## src/rtl/div_ctrl.sv

```systemverilog
// Multi-cycle 32-bit signed divider: restoring shift-subtract on an external
// 64-bit RQ register, followed by sign correction of quotient and remainder.
module div_ctrl (
    input  logic        clk,
    input  logic        clr,
    input  logic        start,
    input  logic [31:0] dividend,
    input  logic [31:0] divisor,
    input  logic [63:0] rq_q,
    output logic [31:0] rq_upper,
    output logic [31:0] rq_lower,
    output logic        rq_ena,
    output logic        busy,
    output logic        ready,
    output logic [31:0] quotient,
    output logic [31:0] remainder,
    output logic        div_zero
);

    typedef enum logic [2:0] {
        S_IDLE,
        S_LOAD,
        S_ITER,
        S_FIX,
        S_DONE
    } state_t;

    state_t      state;
    state_t      state_nxt;
    logic [4:0]  count;
    logic        sign_q;
    logic        sign_r;
    logic [31:0] a;
    logic [31:0] b;
    logic [31:0] dividend_mag;
    logic [31:0] divisor_mag;
    logic [31:0] t_upper;
    logic [32:0] d;

    // Two's-complement magnitude; -2^31 maps to 0x80000000 read as unsigned.
    assign dividend_mag = dividend[31] ? (~dividend + 32'd1) : dividend;
    assign divisor_mag  = divisor[31]  ? (~divisor + 32'd1)  : divisor;

    // Upper half of the RQ content shifted left by one; d[32] flags a borrow.
    assign t_upper = rq_q[62:31];
    assign d       = {1'b0, t_upper} - {1'b0, b};

    always_ff @(posedge clk) begin
        if (!clr) begin
            state <= S_IDLE;
        end else begin
            state <= state_nxt;
        end
    end

    always_comb begin
        state_nxt = state;
        case (state)
            S_IDLE: begin
                if (start) begin
                    state_nxt = (divisor == 32'd0) ? S_DONE : S_LOAD;
                end
            end
            S_LOAD:  state_nxt = S_ITER;
            S_ITER:  state_nxt = (count == 5'd31) ? S_FIX : S_ITER;
            S_FIX:   state_nxt = S_DONE;
            S_DONE:  state_nxt = S_IDLE;
            default: state_nxt = S_IDLE;
        endcase
    end

    always_ff @(posedge clk) begin
        if (!clr) begin
            count     <= 5'd0;
            sign_q    <= 1'b0;
            sign_r    <= 1'b0;
            a         <= 32'd0;
            b         <= 32'd0;
            quotient  <= 32'd0;
            remainder <= 32'd0;
            div_zero  <= 1'b0;
        end else begin
            case (state)
                S_IDLE: begin
                    if (start) begin
                        sign_q <= dividend[31] ^ divisor[31];
                        sign_r <= dividend[31];
                        a      <= dividend_mag;
                        b      <= divisor_mag;
                        if (divisor == 32'd0) begin
                            quotient  <= 32'd0;
                            remainder <= 32'd0;
                            div_zero  <= 1'b1;
                        end
                    end
                end
                S_LOAD: count <= 5'd0;
                S_ITER: count <= count + 5'd1;
                S_FIX: begin
                    quotient  <= sign_q ? (~rq_q[31:0] + 32'd1) : rq_q[31:0];
                    remainder <= sign_r ? (~rq_q[63:32] + 32'd1) : rq_q[63:32];
                    div_zero  <= 1'b0;
                end
                default: ;
            endcase
        end
    end

    always_comb begin
        rq_upper = 32'd0;
        rq_lower = 32'd0;
        rq_ena   = 1'b0;
        busy     = 1'b0;
        ready    = 1'b0;
        case (state)
            S_LOAD: begin
                rq_ena   = 1'b1;
                rq_lower = a;
                busy     = 1'b1;
            end
            S_ITER: begin
                rq_ena = 1'b1;
                busy   = 1'b1;
                if (!d[32]) begin
                    rq_upper = d[31:0];
                    rq_lower = {rq_q[30:0], 1'b1};
                end else begin
                    rq_upper = t_upper;
                    rq_lower = {rq_q[30:0], 1'b0};
                end
            end
            S_FIX:   busy  = 1'b1;
            S_DONE:  ready = 1'b1;
            default: ;
        endcase
    end

endmodule

```

## config.mk

```make
export PLATFORM = sky130hd
export DESIGN_NAME = div_ctrl
export DESIGN_NICKNAME = d
export VERILOG_FILES = /design/src/rtl/div_ctrl.sv
export SDC_FILE = /design/constraint.sdc
export NUM_CORES = 1
export LEC_CHECK = 0
export CAP_MARGIN = 20
export CORE_ASPECT_RATIO = 1.4
export CORE_UTILIZATION = 51
export CTS_CLUSTER_DIAMETER = 40
export DETAILED_ROUTE_END_ITERATION = 10
export DONT_BUFFER_PORTS = 1
export PLACE_DENSITY_LB_ADDON = 0.15
export SETUP_SLACK_MARGIN = 0.15
export SLEW_MARGIN = 20
export SYNTH_ARGS = -nofsm -noshare
export SYNTH_HDL_FRONTEND = slang
export SYNTH_SLANG_ARGS = --single-unit
```

## constraint.sdc

```tcl
create_clock -name clk -period 5.1 [get_ports clk]
set_clock_uncertainty 0.15 [all_clocks]
set_input_delay 0.765 -clock clk [delete_from_list [all_inputs] [get_ports clk]]
set_output_delay 0.765 -clock clk [all_outputs]
set_load 0.05 [all_outputs]
```

==> results.md, run 1 <==
* Outcome: finished clean
* #FFs+latches synth at about 140
* Vias after detailed routing at between 9000 and 10000
* Width of the die at 119 um
* Mapped Cells at 1230
* RSZ-0062 raised after global routing: false
* Clk pwr share at 0.353
* CP startpoint kind: register
* Min Tclk post-route at 4630 ps
* Largest family of logic cells by synthesized area: compound AO/OA/AOI/OAI gates
* Worst-skew pair later-pin latency at 420 ps
* Total gr overflow at 0
* Vias in the first global route at ~9100
* Layout cells sized above 1 at 0.0806
* Synth area leaders: dfxtp_1 28%, a22o_1 8.3%, xor2_1 7.6%, nand2_1 7.5%, o211a_1 5.5%
* Beginning of the worst hold path: count[3]
* DR vias/cell at 6.24
* Synth Area in Simple Gates at 0.187
* Fmax at about 0.22 GHz
* Hold-critical path depth at 1
* I/O Pins at 263
* Die area at about 20000 sq um
* Syn avg cell area at 8.01 sq um
* Compound-Gate Fraction of Synth Area at 0.301
* FF-to-FF setup slack at 2630 ps
* Multi-input gate area at 6620 sq um
* Mux contribution to synthesized area at 0
* Initial antenna violation count at 0
* Warnings from Yosys at 0
* Number of H-tree levels at 4
* Final wirelength at approximately 32000 um
* Worst hold-check path type: reg2reg
* Leak at ~4.8 nW
* Pin count of the biggest net entering global routing at between 70 and 80
* CTS tree: yes
* Post-DP HPWL at between 20000 and 25000 um
* VDD IR max at 202 uV
* Synthesized Nets at between 1000 and 1500
* Xor and xnor area share after synthesis at 0.129
* DR pass1 iterations at 6
* Die Y at around 170 um
* Fin Hold WS at 310 ps
* FF-to-FF Start: state[0]
* Worst slew pin tran at approximately 1000 ps
* Setup violators final at 0
* # DRC at 0
* Fill count at 1829
* Antenna Diode Count at 0
* Cell taking the most area after synthesis: dfxtp_1
* Psw at approximately 1.3 mW
* Synth top area share at 0.282
* Cts bufs inserted at 17
* Routed Antenna Nets at 0
* Initial DRC Count at 514
* Area occupied by registers at about 2800 sq um
* Final Hold Viols at 0
* GRT Total Usage at 0.318
* GP Congestion at 0.933
* Core Util, Final at 0.579
* Row count at a little under 60
* WP data required at 4180 ps
* Clock-pin slew on the worst setup and hold paths at roughly 60 ps
* Average wire per standard cell at 21.4 um
* Internal power at roughly 2.3 mW
* Max-slew violations at 0
* DP Area at 10200 sq um
* CP max FO at 14
* Post-synth EDFFs at 0
* Reg2Reg Depth at 5
* CP Class: reg2out
* CP arrival at roughly 3700 ps
* CTS root buf: clkbuf_16
* Synth Flop Type: dfxtp_1
* Post-CTS setup buffers at 0
* Most common cell in the synthesized netlist: nand2_1
* FFs w/ async S/R, synth at 0
* RR Endpoint: b[1]
* Hold Path End: count[3]
* Post-Synth Adder-Cell Area at 0.0503
* Sequential Power Share at 0.343
* PwrDens at approximately 330 nW/um^2
* Synth cell types at 58
* Total power at 3.61 mW
* CTS max path bufs at 2
* Clock Sink Count at 139
* Mapped cell area at approximately 9900 sq um
* Combinational share of power at 0.304
* Final #Nets at around 1400
* Area of the core at around 19000 sq um
* Final non-filler cell area at 10900 sq um
* Global-route wire length before repair at approximately 50000 um
* Setup_tns at 0 ps
* Sw Share at 0.364
* Most common library cells after synthesis: 196 x nand2_1, 139 x dfxtp_1, 93 x a22o_1
* Tcrit/Tclk final at 0.907
* Area growth syn-to-layout at 10.1%
* Part of the Yosys area used for sequential elements at 0.282
* Total of max-cap violations at 0
* Rel. slew slack at 0.310
* Initial Util at 0.526
* IO Port Bufs at 0
* Crit. End Element: output pin
## per-layer routing
layer	vias up	part of all wire	track usage
li1	4478	-	-
met1	4405	0.35	0.306
met2	323	0.55	0.623
met3	61	0.060	0.0760
met4	0	0.039	0.140
met5	-	0	0
## metrics by stage
stage,worst slack [ps],cells
6_report,472,1484
4_1_cts,349,1484
3_5_place_dp,381,1452
2_1_floorplan,233,1230
5_1_grt,150,1484
3_3_place_gp,416,1452
## cells by family after synthesis
| family | after synthesis |
|---|---|
| AND/OR/NAND/NOR | 388 |
| flip-flops | 139 |
| XOR/XNOR | 145 |
| AO/OA/AOI/OAI | 400 |
| buffers and inverters | 119 |
| adder cells (fa/ha/maj) | 39 |
## how the worst max path moves through the flow
stage	depth (start not counted)	end	slack, ps	start
floorplan	10	rq_upper[0]	230	rq_q[38]
global placement	13	rq_upper[31]	420	rq_q[31]
detailed placement	13	rq_upper[31]	380	rq_q[31]
CTS	12	rq_upper[27]	350	b[14]
global route	12	rq_upper[27]	150	b[7]
finish	12	rq_upper[27]	470	b[14]
## final cells by class
class	instances	area share
sequential	139	0.256
tap	244	0.0281
timing repair buffer	48	0.0332
inverter	49	0.0169
clock buffer	18	0.0405
clock inverter	14	0.0151
multi-input combinational	972	0.610
## critical path, cell delays in order, from the launching register on
cell,delay [ps]
dfxtp_1,330
inv_1,90
ha_1,450
nand4_1,170
or3_1,390
a21oi_1,180
nor4bb_1,110
o21ai_1,220
and2_2,360
buf_4,270
nand2_1,210
o22ai_1,270
buf_4,240
## power groups by stage
stage / registers (mW) / clock network [mW] / logic (mW)
after detailed placement: 1.26 / 0 / 1.09
final: 1.24 / 1.27 / 1.10
after global routing: 1.24 / 1.35 / 1.19
after global placement: 1.26 / 0 / 1.09
after floorplan: 1.24 / 0 / 0.875
after CTS: 1.24 / 1.29 / 1.09
## placed cells by master, fill, tap and decap left out, types with 12 or more instances in the layout
| cell | synthesis | layout |
|---|---|---|
| dfxtp_1 | 139 | 139 |
| a22o_1 | 93 | 93 |
| o41ai_1 | 20 | 20 |
| xnor2_1 | 60 | 60 |
| o31ai_1 | 24 | 24 |
| xor2_1 | 85 | 85 |
| o21ai_0 | 65 | 63 |
| a21o_1 | 24 | 24 |
| nand4_1 | 13 | 13 |
| inv_1 | 49 | 49 |
| nor2_1 | 44 | 43 |
| a21oi_1 | 63 | 63 |
| nor3_1 | 16 | 16 |
| o211a_1 | 54 | 54 |
| clkbuf_16 | 0 | 17 |
| nor2b_1 | 12 | 12 |
| or3_1 | 12 | 12 |
| nand3_1 | 25 | 25 |
| ha_1 | 38 | 38 |
| buf_4 | 0 | 48 |
| nand2_1 | 196 | 195 |
| or4_1 | 17 | 17 |
## sequential cells by signal (all words and copies together), names as in the netlist
register and flops:
a 32, b 32, quotient 32, remainder 32
count 5, state 3, div_zero 1, sign_q 1
sign_r 1
## repair_timing
item                                    in CTS  in global routing
gates resized for setup                      0                  2
hold buffers                                 0                  0
endpoints found under the setup margin       0                 16
(Power assumes the default switching activity.)
==> inputs of run 2 (changes only) <==
--- a/config.mk
+++ b/config.mk
@@ -5,6 +5,7 @@
 export SDC_FILE = /design/constraint.sdc
 export NUM_CORES = 1
 export LEC_CHECK = 0
+export ABC_AREA = 0
 export CAP_MARGIN = 20
 export CORE_ASPECT_RATIO = 1.4
 export CORE_UTILIZATION = 51
==> constraint.sdc (replaced) <==
create_clock -name clk -period 4.9 [get_ports clk]
set_clock_uncertainty 0.15 [all_clocks]
set_input_delay 0.735 -clock clk [delete_from_list [all_inputs] [get_ports clk]]
set_output_delay 0.735 -clock clk [all_outputs]
set_load 0.05 [all_outputs]
==> run 2 against run 1 <==
  * Sequential share of layout area barely moved
  * Hold slack got worse by 34 ps
  * Largest cell class unchanged
  * Total power rose by 3.2%
==> results.md, run 2 (synthesis results as in run 1) <==
* Outcome: finished clean
* I/O Pins at 263 (unchanged)
* GP Congestion at 0.951 (+1.9%)
* Core Util, Final at 0.579 (about the same)
* CP Class: reg2out
* Final worst-path setup slack at 496 ps (+23.5 ps)
* Min Tclk post-route at about 4400 ps
* CP max FO at 3 (-11)
* WP data required at 4010 ps (-170 ps)
* Antenna Diode Count at 0 (unchanged)
* Vias after detailed routing at 9192 (-0.81%)
* Worst-skew pair later-pin latency at 430 ps (about the same)
* IO Port Bufs at 0 (unchanged)
* Area of the core at 18800 sq um (unchanged)
* Die Y at 166 um (unchanged)
* Fin Hold WS at 276 ps (-33.8 ps)
* Dpl ws at 550 ps (+169 ps)
* Most frequent cells in the layout: 195 x nand2_1, 138 x dfxtp_1, 93 x a22o_1
* Initial DRC Count at 490 (-4.7%)
* Number of H-tree levels at 4 (unchanged)
* Most common cell after layout, fill and taps aside: nand2_1
* Worst slew pin tran at 975 ps (-53.6 ps)
* Initial Util at 0.526 (unchanged)
* Setup violators final at 0 (unchanged)
* VDD IR max at 233 uV (+16%)
* CTS root buf: clkbuf_16
* CP arrival at 3520 ps (-190 ps)
* Initial antenna violation count at 1 (+1)
* CTS max path bufs at 2 (unchanged)
* Final wirelength at 31500 um (-0.87%)
* Tcrit/Tclk final at 0.899
* Final #Nets at 1398 (+0.072%)
* Width of the die at 119 um (unchanged)
* Fmax at between 0.2 and 0.25 GHz
* GRT Total Usage at 0.318 (+0.000345)
* Setup_tns at 0 ps (unchanged)
* Final Hold Viols at 0 (unchanged)
* Vias in the first global route at 9267 (+2.1%)
* PwrDens at 343 nW/um^2 (+3.2%)
* Average wire per standard cell at 21.2 um (-0.93%)
* Max-slew violations at 0 (unchanged)
* DR pass1 iterations at 5 (-1)
* Total gr overflow at 0 (unchanged)
* Routed Antenna Nets at 0 (unchanged)
* Pin count of the biggest net entering global routing at 75 (unchanged)
* Clock Sink Count at 139 (unchanged)
* Cts bufs inserted at 17 (unchanged)
* Reg2Reg Depth at 5 (unchanged)
* Clock-pin slew on the worst setup and hold paths at 70 ps (about the same)
* Crit. End Element: output pin
* RSZ-0062 raised after global routing: false
* Post-DP HPWL at 24300 um (+0.32%)
* Hold-critical path depth at 1 (unchanged)
* Post-CTS setup buffers at 0 (unchanged)
* Total of max-cap violations at 0 (unchanged)
* Worst hold-check path type: in2reg
* Row count at 59 (unchanged)
* CP startpoint kind: register
* DR vias/cell at 6.19 (-0.88%)
* CTS tree: yes
* Layout cells sized above 1 at 0.0814 (+0.000741)
* Area growth syn-to-layout at 10.1% (about the same)
* # DRC at 0 (unchanged)
* Rel. slew slack at 0.344 (+0.0348)
* Global-route wire length before repair at 48900 um (-0.13%)
* Leak at 4.79 nW (about the same)
* Die area at 19900 sq um (unchanged)
==> run 2: path summary, 6_finish.rpt <==
check	slack [ps]	to	start
min reg2reg	300	count[3]	count[3]
max	500	rq_upper[20]	b[0]
min	280	a[11]	clr
max reg2reg	2240	quotient[14]	state[1]
==> run 2: cell type report <==
cell class,instances,area [sq um]
clock buffer,17,425
clock inverter,15,165
fill,1869,7900
inverter,49,184
multi-input combinational,972,6620
sequential,139,2780
tap,244,305
timing repair buffer,49,368
==> run 2: critical path: stages (launching register included) <==
cell and delay (ps):
dfxtp_1 340, ha_1 230, fa_1 410, nor2b_1 180, o2111ai_1 190, a21oi_1 240
o2111ai_1 220, a41oi_1 380, a31oi_1 150, or4_1 410, o211ai_1 100, buf_4 230
==> run 2: stage by stage <==
stage,power [mW],std cells,cell area [sq um]
after CTS,3.74,1485,10800
after global routing,3.91,1485,10800
after global placement,2.44,1453,10300
after floorplan,2.21,1230,9860
final,3.72,1485,10800
after detailed placement,2.44,1453,10300
==> run 2: power breakdown <==
part           switching (mW)  internal, mW  leakage (nW)
Combinational           0.716         0.412          3.36
Sequential             0.0922          1.20          1.14
Clock                   0.611         0.689         0.290
==> run 2: what timing repair did <==
action,in CTS,in global routing
resized for setup,0,1
setup endpoints to repair,0,14
hold buffers,0,0
==> run 2: routing by layer <==
metal  wire, um  vias up  global-route usage
met4       1880        0               0.197
met3       2070       87              0.0829
met5          0        -                   0
met2      16800      314               0.608
met1      10700     4314               0.294
li1           -     4477                   -
